==> src/rtl/alu_mul_sequencer.sv <==
`default_nettype none
// ============================================================================
// Module   : alu_mul_sequencer
// Brief    : Computes the low word of a MUL by driving the shared ALU through
//            repeated ADDs in shift-add order. MUL_EARLY_EXIT_EN ends the run
//            once the remaining multiplier bits are all zero.
// Revision : 1.0 - initial release
// ============================================================================
module alu_mul_sequencer #(
    parameter int XLEN = 32
) (
    input  logic            clk,
    input  logic            rst_n,
    input  logic            in_valid,
    output logic            in_ready,
    input  logic [XLEN-1:0] in_a,
    input  logic [XLEN-1:0] in_b,
    output logic            out_valid,
    input  logic            out_ready,
    output logic [XLEN-1:0] out_result,
    input  logic            flush,
    output logic            busy,
    output logic [XLEN-1:0] alu_a,
    output logic [XLEN-1:0] alu_b,
    output logic [3:0]      alu_ctrl,
    input  logic [XLEN-1:0] alu_result
);

    localparam int              CNT_W    = $clog2(XLEN) + 1;
    localparam logic [CNT_W-1:0] C_LAST  = CNT_W'(XLEN - 1);
    localparam logic [3:0]      C_ALU_ADD = 4'b0010;
    localparam logic [3:0]      C_ALU_NOP = 4'b0000;

    typedef enum logic [1:0] {
        S_IDLE = 2'd0,
        S_RUN  = 2'd1,
        S_DONE = 2'd2
    } state_t;

    state_t            state_q, state_d;
    logic [XLEN-1:0]   acc_q, acc_d;
    logic [XLEN-1:0]   mcand_q, mcand_d;
    logic [XLEN-1:0]   mplier_q, mplier_d;
    logic [CNT_W-1:0]  cnt_q, cnt_d;
    logic [XLEN-1:0]   out_result_q, out_result_d;

    logic [XLEN-1:0]   w_acc_next;
    logic [XLEN-1:0]   w_mplier_next;
    logic              w_last;

    always_ff @(posedge clk or negedge rst_n) begin
        if (!rst_n) begin
            state_q      <= S_IDLE;
            acc_q        <= '0;
            mcand_q      <= '0;
            mplier_q     <= '0;
            cnt_q        <= '0;
            out_result_q <= '0;
        end else begin
            state_q      <= state_d;
            acc_q        <= acc_d;
            mcand_q      <= mcand_d;
            mplier_q     <= mplier_d;
            cnt_q        <= cnt_d;
            out_result_q <= out_result_d;
        end
    end

    // The ALU sees acc/mcand and returns their sum; take it only when the
    // current multiplier bit is set.
    always_comb begin
        w_acc_next    = mplier_q[0] ? alu_result : acc_q;
        w_mplier_next = mplier_q >> 1;
`ifdef MUL_EARLY_EXIT_EN
        w_last        = (cnt_q == C_LAST) || (w_mplier_next == '0);
`else
        w_last        = (cnt_q == C_LAST);
`endif
    end

    always_comb begin
        state_d      = state_q;
        acc_d        = acc_q;
        mcand_d      = mcand_q;
        mplier_d     = mplier_q;
        cnt_d        = cnt_q;
        out_result_d = out_result_q;

        if (flush) begin
            state_d = S_IDLE;
        end else begin
            unique case (state_q)
                S_IDLE: begin
                    if (in_valid) begin
                        acc_d    = '0;
                        mcand_d  = in_a;
                        mplier_d = in_b;
                        cnt_d    = '0;
                        state_d  = S_RUN;
                    end
                end
                S_RUN: begin
                    acc_d    = w_acc_next;
                    mcand_d  = mcand_q << 1;
                    mplier_d = w_mplier_next;
                    cnt_d    = cnt_q + 1'b1;
                    if (w_last) begin
                        out_result_d = w_acc_next;
                        state_d      = S_DONE;
                    end
                end
                S_DONE: begin
                    if (out_ready) begin
                        state_d = S_IDLE;
                    end
                end
                default: state_d = S_IDLE;
            endcase
        end
    end

    assign in_ready   = (state_q == S_IDLE);
    assign out_valid  = (state_q == S_DONE);
    assign busy       = (state_q == S_RUN);
    assign out_result = out_result_q;
    assign alu_a      = acc_q;
    assign alu_b      = mcand_q;
    assign alu_ctrl   = (state_q == S_RUN) ? C_ALU_ADD : C_ALU_NOP;

endmodule
`default_nettype wire

==> config.mk <==
export PLATFORM = sky130hd
export DESIGN_NAME = alu_mul_sequencer
export DESIGN_NICKNAME = d
export VERILOG_FILES = /design/src/rtl/alu_mul_sequencer.sv
export SDC_FILE = /design/constraint.sdc
export NUM_CORES = 1
export LEC_CHECK = 0
export ABC_CLOCK_PERIOD_IN_PS = 1600
export BUFFER_PORTS_ARGS = -buffer_cell sky130_fd_sc_hd__buf_2
export CORE_MARGIN = 1.5
export CORE_UTILIZATION = 35
export CTS_CLUSTER_DIAMETER = 60
export DETAILED_ROUTE_END_ITERATION = 12
export PLACE_DENSITY = 0.64
export SYNTH_ARGS = -nofsm -noshare
export SYNTH_HDL_FRONTEND = slang
export SYNTH_SLANG_ARGS = --single-unit
==> constraint.sdc <==
create_clock -name clk -period 1.6 [get_ports clk]
set_input_delay 0.32 -clock clk [delete_from_list [all_inputs] [get_ports clk]]
set_output_delay 0.32 -clock clk [all_outputs]
set_load 0.1 [all_outputs]
## Word level (Yosys, flattened, before mapping)

Index checks and enable logic that the tools add are counted.

| storage, ports and cells | value |
|---|---|
| register bits | 136 |
| input port bits | 101 |
| output and inout port bits | 103 |
| logic and storage cells | 35 |

| operators by class | value |
|---|---|
| add/sub/neg operators | 1 |
| equal/unequal tests | 7 |
| multiplexer cells | 15 |
| bitwise logic cells | 1 |
| reduce and logical (&&, ||, !) cells | 5 |

Operators with widths:

| cell | count |
|---|---|
| one-hot mux 32 bit (2 select lines) | 3 |
| two-way mux 32 bit | 4 |
| one-hot mux 6 bit (2 select lines) | 1 |
| two-way mux 2 bit | 5 |
| AND reduction 3 bit | 3 |
| adder 6 x 1 -> 6 bit, second input constant | 1 |
| == test 6 x 5 -> 1 bit, second input constant | 1 |
| two-way mux 6 bit | 1 |
| inequality test 3 x 2 -> 1 bit, second input constant | 2 |
| one-hot mux 2 bit (3 select lines) | 1 |
| inequality test 3 x 1 -> 1 bit, second input constant | 1 |
| == test 2 x 1 -> 1 bit, second input constant | 1 |
| == test 2 bit, second input constant | 1 |
| logical NOT 2 bit | 1 |
| inequality test 2 bit, second input constant | 1 |
| nonzero test 2 bit | 1 |
| NOT 1 bit | 1 |

## Depth between registers and ports, before layout

Gate-level depths: netlist (run 1).

| depth | value |
|---|---|
| depth in word-level cells | 4 |
| mapped depth | 7 |
| gate-level depth less buffers | 4 |

## Least setup slack after synthesis (run 1)

OpenSTA, ideal clock, no wires.

| timing | value |
|---|---|
| kind | register to output |
| start point | register state_q[1] |
| end point | output port alu_ctrl[1] |
| arrival time | 2.040 ns |
| data required time | 1.280 ns |
| slack | -0.760 ns |
| cell stages (with the launch flop) | 6 |
| path buffers | 3 |
| path through | dfrtp_1 nand2b_1 buf_2 buf_2 inv_1 buf_4 |

| on the way | value |
|---|---|
| word-level cells in the longest chain between the ends | 2 |

RTL lines:

| what | RTL line | source |
|---|---|---|
| start: declaration | 40 | `state_t state_q, state_d;` |
| start signal: assignment | 60 | `state_q <= state_d;` |
| == test 2 x 1 -> 1 bit | - |  |
| net busy | 22 | `output logic busy,` |
| two-way mux 2 bit | 128 | `assign alu_ctrl = (state_q == S_RUN) ? C_ALU_ADD : C_ALU_NOP;` |
| end: declaration | 25 | `output logic [3:0] alu_ctrl,` |

The timed path passes the listed nets, and every way through them passes these cells.

## Worst setup path after layout (run 1)

| timing | value |
|---|---|
| start point | register state_q[1] |
| end point | output port alu_ctrl[1] |

| on the way | value |
|---|---|
| word-level cells in the longest chain between the ends | 2 |

RTL lines:

| what | RTL line |
|---|---|
| == test 2 x 1 -> 1 bit | 128 |
| two-way mux 2 bit | 128 |

No other way between the ends.

==> impl_metrics.json, run 1 <==
{
  "synth_cells": 512,
  "rsz0062_at_grt": "true",
  "slew_violations": 0,
  "hold_end": "mplier_q[31]",
  "hp-class": "in -> reg",
  "cts_buffers": 17,
  "syn_area_per_cell_um2": 12.1,
  "fin_skew_ps": 6.98,
  "hold_violations": 0,
  "critPathArrivalTime_ps": 1440,
  "grt_pass1_vias": 5115,
  "grt_use_total_pct": 18.5,
  "synth_top_cell_area_share_pct": 55.1,
  "period_needed_ps": 1760,
  "grt_pass1_wl_mm": 26.7,
  "path_buf_inv": 3,
  "post-place-ws_ps": -112,
  "clockRootBuffer": "clkbuf_16",
  "viasPerCell": 5.20,
  "path_max_fanout": 4,
  "start_kind": "flip-flop",
  "dr_total_vias": 5058,
  "htreeDepth": 4,
  "routed_wl_mm": 17.0,
  "finalSetupViolations": 39,
  "rr_endpoint": "out_result[19]",
  "drc": 0,
  "tritoncts": "yes",
  "worstMarginPinSlew_ps": 512,
  "yosys_warnings": 0,
  "diodes": 0,
  "numPortBuffers": 200,
  "grt_max_degree": 54,
  "drt_iter0_drc": 290,
  "violations": "setup timing",
  "antenna_left": 0,
  "setup.worst_path.end_class": "output port",
  "clk_path_buf_depth": 2,
  "path_cells": "nand2b_4, buf_16, clkinvlp_4, buf_12",
  "die_y_um": 136,
  "peakVddDrop_uv": 955,
  "dieArea_um2": 18400,
  "fin_cells": 972,
  "place_congestion": 0.767,
  "cp.depth": 4,
  "cp_top_family": "buffers and inverters",
  "slowest_stage": "dfrtp_1",
  "reg2reg_depth": 6,
  "met1_usage_pct": 24.2,
  "fmax_mhz": 570,
  "wire_per_inst_um": 17.5,
  "hold_slack_ps": 129,
  "maxCapViolations": 0,
  "ys_ff_latch": 136,
  "synth_area_leaders": "dfrtp_1 (55%), mux2_2 (12%), mux2i_1 (10%)",
  "grt_util_met3_pct": 5.26,
  "fin_crit_sh_pct": 110,
  "first_pass_iters": 7,
  "synth-seq-area-share_pct": 55.1,
  "ff2ff_setup_slack_ps": -140,
  "start_util_pct": 35.8,
  "synth_top_area_cell": "dfrtp_1",
  "ys_types": 31,
  "nets": 836,
  "worstHoldStart": "in_b[31]",
  "pin_count": 204,
  "antenna_found_initial": 0,
  "crit-reg2reg-launch": "state_q[1]",
  "status": "complete, but fails checks",
  "final.setup.tns_ps": -4390,
  "place_hpwl_mm": 10.9,
  "slew_headroom_pct": 66.1,
  "clk_latency_ps": 410,
  "die_x_um": 136,
  "clk_pin_slew_worst_paths_ps": 60,
  "dp.cells": 921,
  "busiest_layer": "met2",
  "required_ps": 1280,
  "slowest_delay_ps": 400,
  "coreArea_um2": 17200,
  "final_util_pct": 50.8,
  "rows": 48,
  "cts_num_sinks": 136,
  "path_class": "reg -> out",
  "overflow": 0,
  "drive_gt1_share_pct": 48.1,
  "holdPathStages": 2,
  "syn_area_um2": 6170,
  "power_leakage_nw": 4.54,
  "grt_util_met2_pct": 30.3,
  "pwr_density_cell_nw_per_um2": 1430,
  "final.setup.worst_slack_ps": -155,
  "areaGrowthSynthToFinish_pct": 41.8
}
==> sequential cells by signal (all words and copies together) (netlist names) <==
signal / flops
alu_a: 32
alu_b: 32
cnt_q: 6
mplier_q: 32
out_result: 32
state_q: 2
==> power breakdown <==
part | internal, mW | switching, mW | total, mW
Combinational | 1.11 | 3.14 | 4.25
Clock | 2.57 | 1.49 | 4.06
Sequential | 3.91 | 0.325 | 4.23
Total | 7.59 | 4.95 | 12.5
==> worst register-to-register path, cell delays in order, from the launching register on <==
cell,delay [ps]
dfrtp_1,400
nand2b_4,180
buf_6,150
nor4_4,220
buf_6,200
buf_12,160
mux2_4,310
==> what timing repair did <==
item / in CTS / in global routing
setup buffers: 8 / 5
hold buffers: 1 / 0
pin swaps: 4 / 2
setup endpoints to repair: 78 / 137
hold endpoints to repair: 18 / 0
resized for setup: 23 / 18
cloned: 5 / 1
==> kinds of logic after synthesis <==
family          after synthesis  share of synthesized area [%]
compound gates              166                           15.7
flops                       136                           55.1
mux                         130                           22.4
buf+inv                      51                           3.81
simple gates                 27                           2.68
fa+ha+maj                     1                          0.203
other cells                   1                         0.0607
==> layout by cell type, fill, tap and decap left out, types with 2 or more instances in the layout <==
cell type	netlist	routed
clkbuf_8	0	3
dfrtp_1	136	135
mux2i_1	64	64
a21oi_1	3	2
nor4_1	2	2
conb_1	1	3
clkbuf_16	0	17
inv_1	3	2
buf_8	0	2
mux2_2	66	34
a22o_1	35	35
clkbuf_4	0	7
buf_6	2	6
o21ai_1	6	5
buf_12	0	14
nor2_4	0	3
bufinv_16	0	3
or4_1	2	2
mux2_4	0	32
clkinv_4	0	3
clkinv_2	0	5
buf_2	11	188
nand2_1	6	6
o31ai_1	2	2
buf_4	4	25
nand2b_1	4	3
buf_16	0	4
o21ai_0	119	119
clkinvlp_4	0	2
==> worst max path at each step <==
stage / endpoint / slack, ps / startpoint
floorplan: alu_ctrl[1] / -370 / state_q[0]
global placement: out_result[17] / -80 / cnt_q[0]
detailed placement: out_result[19] / -110 / cnt_q[0]
CTS: alu_ctrl[1] / -160 / state_q[1]
global route: alu_ctrl[1] / -210 / state_q[1]
finish: alu_ctrl[1] / -160 / state_q[1]
==> per-layer routing <==
layer / part of all wire, % / vias to the layer above
met5: 0 / -
met4: 0.92 / 0
met3: 7.3 / 12
met2: 48 / 187
met1: 44 / 2542
li1: - / 2317
==> per-stage QoR <==
stage / area (µm²) / power, mW
after CTS: 8660 / 12.6
after detailed placement: 7770 / 8.40
final: 8750 / 12.5
after floorplan: 6330 / 7.44
after global placement: 7770 / 8.31
after global routing: 8750 / 13.1
==> area by class of cell <==
type                            instances  area [µm²]
Clock buffer                           20         467
Sequential cell                       136        3400
Tap cell                              225         282
Multi-Input combinational cell        328        2730
Clock inverter                         12         149
Inverter                                3        15.0
Timing Repair Buffer                  248        1710
Fill cell                            1520        8480
==> synth_stat cells <==
| cell type | n |
|---|---|
| o211ai_1 | 1 |
| nand2_1 | 6 |
| or2_1 | 1 |
| a21oi_1 | 3 |
| or4b_2 | 1 |
| buf_6 | 2 |
| nor2b_1 | 1 |
| buf_2 | 11 |
| or4_1 | 2 |
| conb_1 | 1 |
| dfrtp_1 | 136 |
| ha_1 | 1 |
| o21ai_0 | 119 |
| nor4_1 | 2 |
| nand4_1 | 1 |
| mux2i_1 | 64 |
| clkbuf_1 | 28 |
| or3_1 | 1 |
| inv_1 | 3 |
| nor3b_1 | 1 |
| nand3_1 | 1 |
| and3_1 | 1 |
| o31ai_1 | 2 |
| nor4_4 | 1 |
| buf_4 | 4 |
| o21ai_1 | 6 |
| buf_1 | 3 |
| nor2_1 | 4 |
| nand2b_1 | 4 |
| a22o_1 | 35 |
| mux2_2 | 66 |
No activity file was read; power rests on OpenSTA's default activity.
==> run 2: changes to the inputs <==
Settings changed: CORE_UTILIZATION 35 to 46, PLACE_DENSITY 0.64 to 0.8.
==> impl_metrics.json, run 2 (synthesized netlist as in run 1, its figures left out) <==
{
  "setup.worst_path.end_class": "output port",
  "crit-reg2reg-launch": "cnt_q[0]",
  "worstHoldStart": "in_a[0]",
  "fin_crit_sh_pct": 111,
  "dr_total_vias": 5198,
  "wire_per_inst_um": 19.2,
  "nets": 829,
  "hp-class": "in -> reg",
  "die_y_um": 119,
  "place_hpwl_mm": 11.0,
  "reg2reg_depth": 6,
  "drc": 0,
  "fmax_mhz": 565,
  "start_kind": "flip-flop",
  "path_max_fanout": 4,
  "antenna_found_initial": 0,
  "hold_end": "alu_b[0]",
  "holdPathStages": 2,
  "antenna_left": 0,
  "clockRootBuffer": "clkbuf_16",
  "pin_count": 204,
  "htreeDepth": 4,
  "cts_num_sinks": 136,
  "clk_pin_slew_worst_paths_ps": 60,
  "hold_violations": 0,
  "worstMarginPinSlew_ps": 631,
  "routed_wl_mm": 17.5,
  "grt_use_total_pct": 24.5,
  "final.setup.tns_ps": -4970,
  "status": "complete, but fails checks",
  "rows": 42,
  "diodes": 0,
  "fin_skew_ps": 6.00,
  "rr_endpoint": "out_result[10]",
  "finalSetupViolations": 36,
  "pwr_density_cell_nw_per_um2": 1470,
  "numPortBuffers": 200,
  "first_pass_iters": 4,
  "drt_iter0_drc": 372,
  "slew_violations": 0,
  "required_ps": 1280,
  "start_util_pct": 46.8,
  "overflow": 0,
  "clk_latency_ps": 410,
  "power_mw": 12.9,
  "dieArea_um2": 14100,
  "place_congestion": 0.805,
  "drive_gt1_share_pct": 47.7,
  "grt_pass1_vias": 5196,
  "layout_commonest_cell": "buf_2",
  "path_class": "reg -> out",
  "die_x_um": 119,
  "period_needed_ps": 1770,
  "final.setup.worst_slack_ps": -170,
  "ff2ff_setup_slack_ps": -170,
  "tritoncts": "yes",
  "fillerInstances": 993,
  "grt_max_degree": 52,
  "maxCapViolations": 0,
  "viasPerCell": 5.67,
  "mostFrequentLayoutCells": "buf_2 (178), dfrtp_1 (135), o21ai_0 (119), mux2i_1 (63), a22o_1 (35)",
  "clk_path_buf_depth": 2,
  "rsz0062_at_grt": "true",
  "peakVddDrop_uv": 1210,
  "violations": "setup timing",
  "coreArea_um2": 13200,
  "grt_pass1_wl_mm": 26.8,
  "power_leakage_nw": 4.52,
  "cts_buffers": 17,
  "critPathArrivalTime_ps": 1450,
  "areaGrowthSynthToFinish_pct": 41.6,
  "slew_headroom_pct": 57.9
}
[run 2: cell count changes in the layout (fill, tap and decap cells not counted), sizes merged]
cell,delta
bufbuf,-1
inv,+1
bufinv,+2
buf,-16
clkinv,-4
clkbuf,+11
[run 2: critical path: stages (launching register included)]
cell	delay, ps
dfrtp_1	410
nand2b_4	190
buf_16	140
clkinvlp_4	110
buf_12	180
[run 2: routing by layer]
layer	vias to the layer above	global-route usage, %	part of all wire [%]
met5	-	0	0
met4	0	8.81	1.4
met3	21	6.51	6.3
met2	242	41.3	51
met1	2634	30.5	42
li1	2301	-	-
[run 2: timing repair]
item | in CTS | in global routing
buffers inserted | 4 | 5
endpoints found under the setup margin | 84 | 98
endpoints found under the hold margin | 103 | 0
hold buffers | 1 | 0
pin swaps | 1 | 5
cloned | 3 | 4
gates resized for setup | 11 | 47
[run 2: worst max path at each step]
stage / startpoint / end / slack [ps] / cells after the start
floorplan: state_q[0] / alu_ctrl[1] / -370 / 6
global placement: cnt_q[0] / out_result[10] / -50 / 5
detailed placement: state_q[0] / alu_b[26] / -140 / 4
CTS: state_q[1] / busy / -180 / 4
global route: cnt_q[0] / out_result[10] / -280 / 6
finish: state_q[1] / busy / -170 / 4
[run 2: cell type report]
cell class | count | area (µm²) | share of cell area, %
sequential | 136 | 3400 | 38.9
multi-input combinational | 328 | 2740 | 31.4
timing repair buffer | 241 | 1700 | 19.5
clock buffer | 21 | 460 | 5.27
tap | 176 | 220 | 2.52
clock inverter | 11 | 194 | 2.22
inverter | 3 | 15.0 | 0.172
[run 2: power breakdown]
part | switching (mW) | internal [mW]
Combinational | 3.17 | 1.14
Clock | 1.47 | 2.85
Sequential | 0.340 | 3.91
[run 2: per-stage QoR]
| stage | utilization (%) | cells | hold WS (ps) | area (µm²) | setup WS, ps |
|---|---|---|---|---|---|
| 2_1_floorplan | - | 514 | 24.4 | 6330 | -371 |
| 5_1_grt | 66.3 | 916 | 118 | 8740 | -275 |
| 3_5_place_dp | 58.1 | 867 | 158 | 7660 | -140 |
| 3_3_place_gp | 58.1 | 867 | 155 | 7660 | -47.6 |
| 6_report | 66.3 | 916 | 134 | 8740 | -170 |
| 4_1_cts | 64.3 | 907 | 117 | 8490 | -177 |
